==> config.mk <==
export PLATFORM = sky130hd
export DESIGN_NAME = lsu_stage
export DESIGN_NICKNAME = d
export VERILOG_FILES = /design/src/rtl/lsu_stage_pkg.sv /design/src/rtl/lsu_align.sv /design/src/rtl/lsu_stage.sv
export SDC_FILE = /design/constraint.sdc
export NUM_CORES = 1
export LEC_CHECK = 0
export ABC_AREA = 1
export CORE_MARGIN = 8
export CORE_UTILIZATION = 25
export DETAILED_ROUTE_END_ITERATION = 10
export DONT_BUFFER_PORTS = 1
export PLACE_DENSITY = 0.39
export SETUP_SLACK_MARGIN = 0.02
export SLEW_MARGIN = 20
export SYNTH_ARGS = -nofsm -noshare
export SYNTH_HDL_FRONTEND = slang
export SYNTH_HIERARCHICAL = 1
export SYNTH_SLANG_ARGS = --single-unit
==> constraint.sdc <==
create_clock -name clk -period 13.5 [get_ports clk]
set_input_delay 1.35 -clock clk [delete_from_list [all_inputs] [get_ports clk]]
set_output_delay 1.35 -clock clk [all_outputs]
set_load 0.02 [all_outputs]
==> src/rtl/lsu_stage_pkg.sv <==
// Shared types and constants for the load/store stage.
package lsu_stage_pkg;

  localparam int XLEN    = 64;
  localparam int REG_BUS = XLEN;
  localparam logic [REG_BUS-1:0] ZERO_WORD = '0;

  localparam logic [4:0] INST_ALU   = 5'b10000;
  localparam logic [4:0] INST_LOAD  = 5'b01000;
  localparam logic [4:0] INST_STORE = 5'b00100;

  localparam logic [2:0] F3_B   = 3'b000;
  localparam logic [2:0] F3_H   = 3'b001;
  localparam logic [2:0] F3_W   = 3'b010;
  localparam logic [2:0] F3_D   = 3'b011;
  localparam logic [2:0] F3_BU  = 3'b100;
  localparam logic [2:0] F3_HU  = 3'b101;
  localparam logic [2:0] F3_WU  = 3'b110;
  localparam logic [2:0] F3_BAD = 3'b111;

  typedef enum logic [1:0] {
    S_IDLE = 2'd0,
    S_REQ  = 2'd1,
    S_WAIT = 2'd2,
    S_DONE = 2'd3
  } lsu_state_e;

  // funct3[1:0] is the access size; the reserved encoding is reported as misaligned.
  function automatic logic is_misaligned(input logic [2:0] funct3, input logic [2:0] offset);
    logic mis;
    if (funct3 == F3_BAD) begin
      mis = 1'b1;
    end else begin
      case (funct3[1:0])
        2'b00:   mis = 1'b0;
        2'b01:   mis = offset[0];
        2'b10:   mis = |offset[1:0];
        default: mis = |offset;
      endcase
    end
    return mis;
  endfunction

endpackage

==> src/rtl/lsu_align.sv <==
// Byte-lane placement for stores and extract/extend for loads; purely combinational.
module lsu_align
  import lsu_stage_pkg::*;
(
  input  logic [2:0]      funct3,
  input  logic [2:0]      offset,
  input  logic [XLEN-1:0] store_data,
  input  logic [XLEN-1:0] rdata,
  output logic [XLEN-1:0] wdata,
  output logic [7:0]      wmask,
  output logic [XLEN-1:0] load_data
);

  logic [5:0]      shamt;
  logic [XLEN-1:0] shifted;

  assign shamt   = {offset, 3'b000};
  assign shifted = rdata >> shamt;

  always_comb begin
    wdata = store_data << shamt;
    wmask = 8'h00;
    case (funct3[1:0])
      2'b00: begin
        wmask = 8'h01 << offset;
        wdata = {8{store_data[7:0]}};
      end
      2'b01:   wmask = 8'h03 << offset;
      2'b10:   wmask = 8'h0F << offset;
      default: wmask = 8'hFF;
    endcase
  end

  always_comb begin
    load_data = ZERO_WORD;
    case (funct3)
      F3_B:    load_data = {{56{shifted[7]}}, shifted[7:0]};
      F3_H:    load_data = {{48{shifted[15]}}, shifted[15:0]};
      F3_W:    load_data = {{32{shifted[31]}}, shifted[31:0]};
      F3_D:    load_data = shifted;
      F3_BU:   load_data = {56'd0, shifted[7:0]};
      F3_HU:   load_data = {48'd0, shifted[15:0]};
      F3_WU:   load_data = {32'd0, shifted[31:0]};
      default: load_data = ZERO_WORD;
    endcase
  end

endmodule

==> src/rtl/lsu_stage.sv <==
// Load/store stage between execute and m_stage: single-outstanding data-memory access
// over a req/gnt/rvalid bus, with a one-entry registered output toward m_stage.
//
// state | meaning
// IDLE  | ready for a new instruction when the output register is free
// REQ   | dmem_req asserted, bus fields held until gnt
// WAIT  | granted, waiting for rvalid
// DONE  | result captured, waiting for the output register to drain
module lsu_stage
  import lsu_stage_pkg::*;
(
  input  logic            clk,
  input  logic            rst,
  input  logic            ex_valid,
  output logic            ex_ready,
  input  logic [4:0]      ex_inst_type,
  input  logic [2:0]      ex_funct3,
  input  logic [XLEN-1:0] ex_result,
  input  logic [XLEN-1:0] ex_store_data,
  input  logic            ex_w_ena,
  input  logic [4:0]      ex_w_addr,
  output logic            dmem_req,
  output logic            dmem_we,
  output logic [XLEN-1:0] dmem_addr,
  output logic [XLEN-1:0] dmem_wdata,
  output logic [7:0]      dmem_wmask,
  input  logic            dmem_gnt,
  input  logic            dmem_rvalid,
  input  logic [XLEN-1:0] dmem_rdata,
  output logic            m_valid,
  input  logic            m_ready,
  output logic [4:0]      m_inst_type,
  output logic [XLEN-1:0] m_data,
  output logic            m_w_ena,
  output logic [4:0]      m_w_addr,
  output logic            m_misalign
);

  lsu_state_e state_q, state_d;

  logic [XLEN-1:0] addr_q;
  logic [2:0]      funct3_q;
  logic            is_load_q;
  logic            w_ena_q;
  logic [4:0]      w_addr_q;
  logic [4:0]      type_q;
  logic [XLEN-1:0] res_q;
  logic            res_w_ena_q;

  logic            out_free, accept, is_mem, ex_mis;
  logic            out_load, start_bus, hold_res, bus_done;
  logic [XLEN-1:0] out_data;
  logic            out_w_ena, out_mis;
  logic [4:0]      out_w_addr, out_type;
  logic [XLEN-1:0] mem_result;
  logic            mem_w_ena;

  logic [2:0]      al_funct3, al_offset;
  logic [XLEN-1:0] al_wdata, al_load;
  logic [7:0]      al_wmask;

  assign out_free = !m_valid || m_ready;
  assign ex_ready = (state_q == S_IDLE) && out_free;
  assign accept   = ex_valid && ex_ready;
  assign is_mem   = (ex_inst_type == INST_LOAD) || (ex_inst_type == INST_STORE);
  assign ex_mis   = is_misaligned(ex_funct3, ex_result[2:0]);

  // One align unit: store lanes are formed at accept, load extract once the access is in flight.
  assign al_funct3 = (state_q == S_IDLE) ? ex_funct3 : funct3_q;
  assign al_offset = (state_q == S_IDLE) ? ex_result[2:0] : addr_q[2:0];

  lsu_align u_align (
    .funct3     (al_funct3),
    .offset     (al_offset),
    .store_data (ex_store_data),
    .rdata      (dmem_rdata),
    .wdata      (al_wdata),
    .wmask      (al_wmask),
    .load_data  (al_load)
  );

  assign mem_result = is_load_q ? al_load : addr_q;
  assign mem_w_ena  = is_load_q && w_ena_q;

  always_comb begin
    state_d    = state_q;
    out_load   = 1'b0;
    start_bus  = 1'b0;
    hold_res   = 1'b0;
    bus_done   = 1'b0;
    out_data   = ZERO_WORD;
    out_w_ena  = 1'b0;
    out_mis    = 1'b0;
    out_w_addr = w_addr_q;
    out_type   = type_q;
    case (state_q)
      S_IDLE: begin
        if (accept) begin
          if (is_mem && !ex_mis) begin
            start_bus = 1'b1;
            state_d   = S_REQ;
          end else begin
            out_load   = 1'b1;
            out_data   = ex_result;
            out_w_ena  = ex_w_ena && !is_mem;
            out_mis    = is_mem;
            out_w_addr = ex_w_addr;
            out_type   = ex_inst_type;
          end
        end
      end
      S_REQ: begin
        if (dmem_gnt) begin
          if (dmem_rvalid) bus_done = 1'b1;
          else             state_d  = S_WAIT;
        end
      end
      S_WAIT: begin
        if (dmem_rvalid) bus_done = 1'b1;
      end
      S_DONE: begin
        if (out_free) begin
          out_load  = 1'b1;
          out_data  = res_q;
          out_w_ena = res_w_ena_q;
          state_d   = S_IDLE;
        end
      end
      default: state_d = S_IDLE;
    endcase
    if (bus_done) begin
      if (out_free) begin
        out_load  = 1'b1;
        out_data  = mem_result;
        out_w_ena = mem_w_ena;
        state_d   = S_IDLE;
      end else begin
        hold_res = 1'b1;
        state_d  = S_DONE;
      end
    end
  end

  always_ff @(posedge clk or posedge rst) begin
    if (rst) begin
      state_q     <= S_IDLE;
      dmem_req    <= 1'b0;
      dmem_we     <= 1'b0;
      dmem_addr   <= ZERO_WORD;
      dmem_wdata  <= ZERO_WORD;
      dmem_wmask  <= 8'h00;
      m_valid     <= 1'b0;
      m_data      <= ZERO_WORD;
      m_w_ena     <= 1'b0;
      m_w_addr    <= 5'd0;
      m_inst_type <= 5'd0;
      m_misalign  <= 1'b0;
      addr_q      <= ZERO_WORD;
      funct3_q    <= 3'd0;
      is_load_q   <= 1'b0;
      w_ena_q     <= 1'b0;
      w_addr_q    <= 5'd0;
      type_q      <= 5'd0;
      res_q       <= ZERO_WORD;
      res_w_ena_q <= 1'b0;
    end else begin
      state_q <= state_d;
      if (m_valid && m_ready) m_valid <= 1'b0;
      if (out_load) begin
        m_valid     <= 1'b1;
        m_data      <= out_data;
        m_w_ena     <= out_w_ena;
        m_w_addr    <= out_w_addr;
        m_inst_type <= out_type;
        m_misalign  <= out_mis;
      end
      if (start_bus) begin
        addr_q     <= ex_result;
        funct3_q   <= ex_funct3;
        is_load_q  <= (ex_inst_type == INST_LOAD);
        w_ena_q    <= ex_w_ena;
        w_addr_q   <= ex_w_addr;
        type_q     <= ex_inst_type;
        dmem_req   <= 1'b1;
        dmem_we    <= (ex_inst_type == INST_STORE);
        dmem_addr  <= {ex_result[XLEN-1:3], 3'b000};
        dmem_wdata <= (ex_inst_type == INST_STORE) ? al_wdata : ZERO_WORD;
        dmem_wmask <= (ex_inst_type == INST_STORE) ? al_wmask : 8'h00;
      end
      if (state_q == S_REQ && dmem_gnt) dmem_req <= 1'b0;
      if (hold_res) begin
        res_q       <= mem_result;
        res_w_ena_q <= mem_w_ena;
      end
    end
  end

endmodule
==> results of run 1 <==
area by class of cell:
cell class	instances	area [sq um]	area share
antenna	11	27.5	0.00135
clock buffer	60	1170	0.0574
clock inverter	13	209	0.0103
inverter	191	727	0.0358
multi-input combinational	1964	9330	0.459
sequential	297	7440	0.366
tap	969	1210	0.0597
timing repair buffer	27	215	0.0106
sequential cells by signal, indices dropped and copies added, names as in the netlist, 2 cells and up:
signal       cells
m_inst_type      5
dmem_wmask       8
dmem_wdata      64
funct3_q         3
type_q           5
state_q          2
res_q           64
w_addr_q         5
m_w_addr         5
addr_q          64
m_data          64
worst max-delay path by stage:
| stage | from | endpoint | slack, ns | cells past startpoint |
|---|---|---|---|---|
| floorplan | rst | addr_q[0] | 3.95 | 1 |
| global placement | ex_result[2] | m_data[55] | 7.93 | 18 |
| detailed placement | state_q[0] | m_data[55] | 7.93 | 17 |
| CTS | state_q[0] | m_data[55] | 7.90 | 17 |
| global route | state_q[1] | m_data[49] | 7.77 | 16 |
| finish | state_q[0] | m_data[55] | 8.27 | 16 |
logic make-up after synthesis:
group           after synthesis  synth area share
buf+inv                     439             0.114
compound gates              452             0.137
flops                       297             0.395
simple gates               1437             0.314
other cells                   1          0.000199
fa+ha+maj                    10           0.00664
mux                          62            0.0330
layout by cell type (no fill, tap or decap), drive strengths merged:
master,n
clkinvlp,1
nand2,1031
o31ai,1
a22o,2
o22ai,6
diode,11
inv,191
o2111ai,1
nand3b,1
or2,19
nor3,3
and2,3
o21a,5
a31oi,2
nor2,122
a21oi,86
clkbuf,60
mux2i,62
nand4,42
dfrtp,297
o211ai,23
buf,27
conb,3
nand3,216
clkinv,9
o21ai,326
bufinv,3
ha,10
worst max-delay path: stages (launching register included):
cell and delay (ns):
dfrtp_1 0.42, inv_1 0.10, ha_1 0.49, clkinv_1 0.45, o21ai_0 0.72, inv_1 0.15
ha_1 0.52, clkinv_1 0.11, buf_4 0.43, nor2_1 0.10, nand2_2 0.09, buf_4 0.60
nand4_1 0.38, mux2i_1 0.27, nor2_1 0.06, a21oi_1 0.13, nand2_1 0.06
power by group through the flow:
stage          logic (mW)  clock network [mW]  registers (mW)
5_1_grt              2.63                1.19            1.58
4_1_cts              2.37                1.16            1.56
2_1_floorplan        1.80                   0            1.37
6_report             2.35                1.12            1.55
3_5_place_dp         2.35                   0            1.58
3_3_place_gp         2.34                   0            1.58
metal layers:
metal  part of all wire  up-vias  GRT usage
met5            0.00066        -          0
met4              0.030       10     0.0587
met3              0.096      124     0.0783
met2               0.45      582      0.326
met1               0.42     8592      0.251
li1                   -     8277          -
per-stage QoR:
step	setup slack [ns]	std cells	utilization	power [mW]	hold slack (ns)
after floorplan	3.95	2700	-	3.18	0.436
after global placement	7.93	3448	0.254	3.92	0.450
after detailed placement	7.93	3448	0.254	3.93	0.453
after CTS	7.90	3521	0.272	5.09	0.468
after global routing	7.77	3522	0.272	5.40	0.502
final	8.27	3532	0.273	5.03	0.465
==> summary.md, run 1 <==
| Metric | Value |
|---|---|
| Status | `finished, final reports clean` |
| Clk pin slew, worst setup/hold paths | `0.06 ns` |
| Design area | `0.0203 sq mm` |
| Rows | `100` |
| Gr ovfl total | `0` |
| Max cap viols | `0` |
| Placer congestion estimate | `0.872` |
| Antenna violations before repair | `12` |
| RSZ-0062 raised after global routing | `no` |
| Post-synth top area cell | `dfrtp_1` |
| R2R cell count | `16` |
| R2r endpoint | `m_data[55]` |
| Die Span Y | `290 um` |
| Htree depth | `2` |
| IR drop worst, VDD | `0.138 mV` |
| Fraction of layout cells with a size suffix above 1 | `0.0772` |
| Static Leak | `10.4 nW` |
| Root Driver | `clkbuf_16` |
| CP max FO | `56` |
| DR WL/cell | `25.1 um` |
| Crit path time final | `5.23 ns` |
| Hold Path Origin | `type_q[0]` |
| Starting DRT DRC Count | `1,416` |
| PwrDens | `247 mW/mm^2` |
| Worst clock skew | `0.0315 ns` |
| Post-route clock period utilization | `0.387` |
| HP Class | `flop to flop` |
| YS warnings | `6` |
| Hold endpoint | `type_q[0]` |
| Internal Pwr Total | `2.44 mW` |
| Clk network pwr share | `0.223` |
| Top-count cell post-synth | `nand2_1` |
| Syn Inst Count | `2,698` |
| FFs w/ async S/R, synth | `1.00` |
| Critical path startpoint category | `flop` |
| Vias per inst | `4.98` |
| Area Growth Syn to Fin | `7.91%` |
| Comb power frac | `0.468` |
| Number of synthesized flops with an enable pin | `0` |
| Filler cell count | `8,214` |
| Main synth FF type | `dfrtp_1` |
| Worst-Skew Late Latency | `0.59 ns` |
| First-pass GRT wire length | `129,000 um` |
| Post-cts sizing count | `0` |
| Cell area after synthesis | `0.0188 sq mm` |
| CTS hold repair buffers | `0` |
| Post-synth cell types | `42` |
| Die width | `290 um` |
| Post-route antenna net violation count | `0` |
| Num CTS Buffers | `40` |
| Switching Fraction | `0.515` |
| Avg Cell Area, Syn | `6.98 sq um` |
| FMAX | `191 MHz` |
| Worst EP required | `13.98 ns` |
| Top post-synthesis cells by count | `1,025 x nand2_1, 297 x dfrtp_1, 239 x o21ai_0` |
| Largest net degree at the start of global routing | `159` |
| Gr usage total | `0.203` |
| Reg2Reg Setup Slack | `8.27 ns` |
| Port Buf Inserts | `0` |
| Final Setup Violations | `0` |
| Main area contributors after synthesis | `dfrtp_1 39%, nand2_1 20%, o21ai_0 6.4%, nand3_1 5.7%, inv_1 3.6%` |
| Slew Limit Fails | `0` |
| Worst setup EP type | `flop` |
| Starting density of the core | `0.253` |
| Number of I/O pins | `428` |
| Final Hold Fails | `0` |
| Psw | `2.59 mW` |
| Post-DP HPWL | `62,800 um` |
| Clk sinks | `297` |
| Setup Buffers After CTS | `0` |
| Worst-Margin Slew | `1.08 ns` |
| TritonCTS clock tree | `done` |
| Nets | `2,743` |
| WL final | `88,800 um` |
| Worst r2r src | `state_q[0]` |
| Setup tns final | `0 ns` |
| Max transition margin | `0.278` |
| DIE AREA | `0.0844 sq mm` |
| CP arrival | `5.71 ns` |
| CP Class | `flop to flop` |
| DRC | `0` |
| CORE AREA | `0.0746 sq mm` |
| Vias in the first global route | `17,347` |
| Max clock buf depth | `3` |
| Share of the synthesized area in the top cell type | `0.395` |
| Via count | `17,585` |
| Yosys reg bits | `297` |
| Flop pwr share | `0.309` |
| Placed cell area | `0.0189 sq mm` |
| Hold Path Cell Cnt | `2` |
| Sequential fraction of the synthesis area | `0.395` |
| Drt first pass iters | `5` |
No activity file was read; power rests on OpenSTA's default activity.
==> inputs of run 2 (changes only) <==
PLACE_DENSITY = 0.41   (was 0.39)
clock period = 4.6 ns   (was 13.5 ns; I/O delays follow)
==> summary.md, run 2 (same netlist as run 1, synthesis figures left out) <==
| Metric | Value |
|---|---|
| PwrDens | `698 mW/mm^2 (was 247 mW/mm^2)` |
| Die Span Y | `290 um (unchanged)` |
| Clk pin slew, worst setup/hold paths | `0.06 ns (about the same)` |
| Critical path's slowest cell | `clkinv_1 (was o21ai_0)` |
| DR WL/cell | `25.0 um (was 25.1 um)` |
| Fraction of layout cells with a size suffix above 1 | `0.0796 (was 0.0772)` |
| Worst EP required | `5.05 ns (was 13.98 ns)` |
| Starting DRT DRC Count | `1,543 (was 1,416)` |
| Worst r2r src | `state_q[0] (unchanged)` |
| Nets | `2,821 (was 2,743)` |
| First-pass GRT wire length | `129,000 um (about the same)` |
| CP max FO | `40 (was 56)` |
| Vias per inst | `4.99 (was 4.98)` |
| Largest net degree at the start of global routing | `129 (was 159)` |
| Setup tns final | `0 ns (unchanged)` |
| Rows | `100 (unchanged)` |
| Status | `finished, final reports clean (unchanged)` |
| Crit-path max cell delay | `0.44 ns (was 0.72 ns)` |
| Antenna violations before repair | `10 (was 12)` |
| Worst-Margin Slew | `1.03 ns (was 1.08 ns)` |
| Clk sinks | `297 (unchanged)` |
| Port Buf Inserts | `0 (unchanged)` |
| Gr ovfl total | `0 (unchanged)` |
| M3 GR Usage | `0.0604 (was 0.0783)` |
| Most common cell after layout, fill and taps aside | `nand2_1 (unchanged)` |
| Filler cell count | `8,242 (was 8,214)` |
| Grt met2 use | `0.331 (was 0.326)` |
| HP Class | `input pin to flop (was flop to flop)` |
| Multi-input logic area | `0.00934 sq mm (was 0.00933 sq mm)` |
| Worst-Skew Late Latency | `0.59 ns (about the same)` |
| Max clock buf depth | `3 (unchanged)` |
| Max transition margin | `0.310 (was 0.278)` |
| CORE AREA | `0.0746 sq mm (unchanged)` |
| Met1 Resource Use GR | `0.260 (was 0.251)` |
| Reg2Reg Setup Slack | `0.50 ns (was 8.27 ns)` |
| DIE AREA | `0.0844 sq mm (unchanged)` |
| Buf/Inv on CP | `7 (was 6)` |
| GR peak layer | `met2 (unchanged)` |
| Design area | `0.0210 sq mm (was 0.0203 sq mm)` |
| Via count | `17,976 (was 17,585)` |
| Area Growth Syn to Fin | `11.5% (was 7.91%)` |
| Crit path cell chain | `inv_1, ha_1, clkinv_1, o21ai_0, buf_4, inv_1, ha_1, buf_4, clkinv_1, nor2_1, nand2_2, buf_12, nand4_1, mux2i_1, nor2_1, a21oi_1, nand2_1 (was inv_1, ha_1, clkinv_1, o21ai_0, inv_1, ha_1, clkinv_1, buf_4, nor2_1, nand2_2, buf_4, nand4_1, mux2i_1, nor2_1, a21oi_1, nand2_1)` |
| Max cap viols | `0 (unchanged)` |
| Worst setup EP type | `flop (unchanged)` |
| Placer congestion estimate | `0.898 (was 0.872)` |
| Post-route antenna net violation count | `0 (unchanged)` |
| Delay-heaviest family, CP | `buffers and inverters (unchanged)` |
| Num CTS Buffers | `39 (was 40)` |
| Htree depth | `2 (unchanged)` |
| DRC | `0 (unchanged)` |
| FF+latch area | `0.00744 sq mm (unchanged)` |
| Root Driver | `clkbuf_16 (unchanged)` |
| Final Hold Fails | `0 (unchanged)` |
| Hold Path Cell Cnt | `2 (unchanged)` |
| Static Leak | `10.7 nW (was 10.4 nW)` |
| Hold endpoint | `w_ena_q (was type_q[0])` |
| Placed cell area | `0.0191 sq mm (was 0.0189 sq mm)` |
| Hold Path Origin | `ex_w_ena (was type_q[0])` |
| Worst clock skew | `0.0345 ns (was 0.0315 ns)` |
| TritonCTS clock tree | `done (unchanged)` |
| Gr usage total | `0.203 (about the same)` |
| CP Class | `flop to flop (unchanged)` |
| Crit path time final | `4.10 ns (was 5.23 ns)` |
| R2R cell count | `17 (was 16)` |
| Most frequent cells in the layout | `1,021 x nand2_1, 296 x dfrtp_1, 236 x o21ai_0 (unchanged)` |
| Final Setup Violations | `0 (unchanged)` |
| Slew Limit Fails | `0 (unchanged)` |
| Drt first pass iters | `8 (was 5)` |
| FMAX | `244 MHz (was 191 MHz)` |
| WL final | `90,000 um (was 88,800 um)` |
| Post-DP HPWL | `63,900 um (was 62,800 um)` |
| Critical path startpoint category | `flop (unchanged)` |
| RSZ-0062 raised after global routing | `no (unchanged)` |
| Starting density of the core | `0.253 (unchanged)` |
| CP arrival | `4.55 ns (was 5.71 ns)` |
| Post-route clock period utilization | `0.891 (was 0.387)` |
| IR drop worst, VDD | `0.405 mV (was 0.138 mV)` |
| R2r endpoint | `m_data[31] (was m_data[55])` |
| Number of I/O pins | `428 (unchanged)` |
| Vias in the first global route | `17,379 (was 17,347)` |
| Die width | `290 um (unchanged)` |
[run 2: changes by cell type in the layout (fill, tap and decap cells not counted), moves of 2 or more]
| cell | delta |
|---|---|
| dlygate4sd3_1 | +64 |
| clkinv_4 | -2 |
| clkinvlp_4 | +2 |
| bufinv_16 | -2 |
| buf_12 | +5 |
| clkinv_2 | +3 |
| buf_4 | +10 |
| clkbuf_1 | -3 |
| diode_2 | -6 |
[run 2: worst max-delay path by stage]
stage / from / endpoint / slack (ns) / cells past startpoint
after floorplan: rst / addr_q[0] / 0.19 / 1
after global routing: state_q[0] / m_data[61] / 0.15 / 17
after global placement: state_q[0] / m_data[33] / 0.48 / 13
final: state_q[0] / m_data[31] / 0.50 / 17
after CTS: state_q[0] / m_data[33] / 0.33 / 13
after detailed placement: state_q[0] / m_data[33] / 0.39 / 13
[run 2: per-stage QoR]
stage          power, mW  setup WS, ns  hold slack, ns   util  instances
6_report            14.7         0.500          0.0530  0.282       3599
5_1_grt             15.7         0.148          0.0534  0.281       3595
4_1_cts             14.8         0.333          0.0160  0.281       3592
3_5_place_dp        11.6         0.388           0.454  0.256       3461
3_3_place_gp        11.5         0.482           0.451  0.256       3461
2_1_floorplan       9.33         0.195           0.436      -       2700
[run 2: what timing repair did]
item,CTS,global route
endpoints found under the hold margin,91,0
endpoints found under the setup margin,0,8
resized for setup,0,1
buffers inserted,0,2
hold buffers,64,0
[run 2: power by group]
| group | total [mW] | internal [mW] | switching (mW) | leakage (nW) |
|---|---|---|---|---|
| Sequential | 4.64 | 3.30 | 1.34 | 3.99 |
| Clock | 3.05 | 1.76 | 1.30 | 0.609 |
| Combinational | 6.95 | 2.03 | 4.93 | 6.11 |
| Total | 14.7 | 7.08 | 7.57 | 10.7 |
[run 2: worst register-to-register path, cell delays in order (launching register included)]
cell,delay (ns)
dfrtp_1,0.42
inv_1,0.11
ha_1,0.43
clkinv_1,0.44
o21ai_0,0.32
buf_4,0.18
inv_1,0.06
ha_1,0.17
buf_4,0.20
clkinv_1,0.08
nor2_1,0.05
nand2_2,0.42
buf_12,0.31
nand4_1,0.20
mux2i_1,0.24
nor2_1,0.06
a21oi_1,0.19
nand2_1,0.08
[run 2: layer usage]
layer  part of all wire  wire length, um  vias to the layer above
li1                   -                -                     8409
met3              0.082             7380                      118
met5            0.00089               80                        -
met2               0.46            41500                      665
met4              0.029             2610                       12
met1               0.43            38400                     8772
[run 2: area by class of cell]
cell class,count,share of cell area
Antenna cell,5,0.000596
Clock buffer,55,0.0531
Clock inverter,12,0.00637
Inverter,191,0.0344
Multi-Input combinational cell,1964,0.445
Sequential cell,297,0.354
Tap cell,969,0.0577
Timing Repair Buffer,106,0.0491
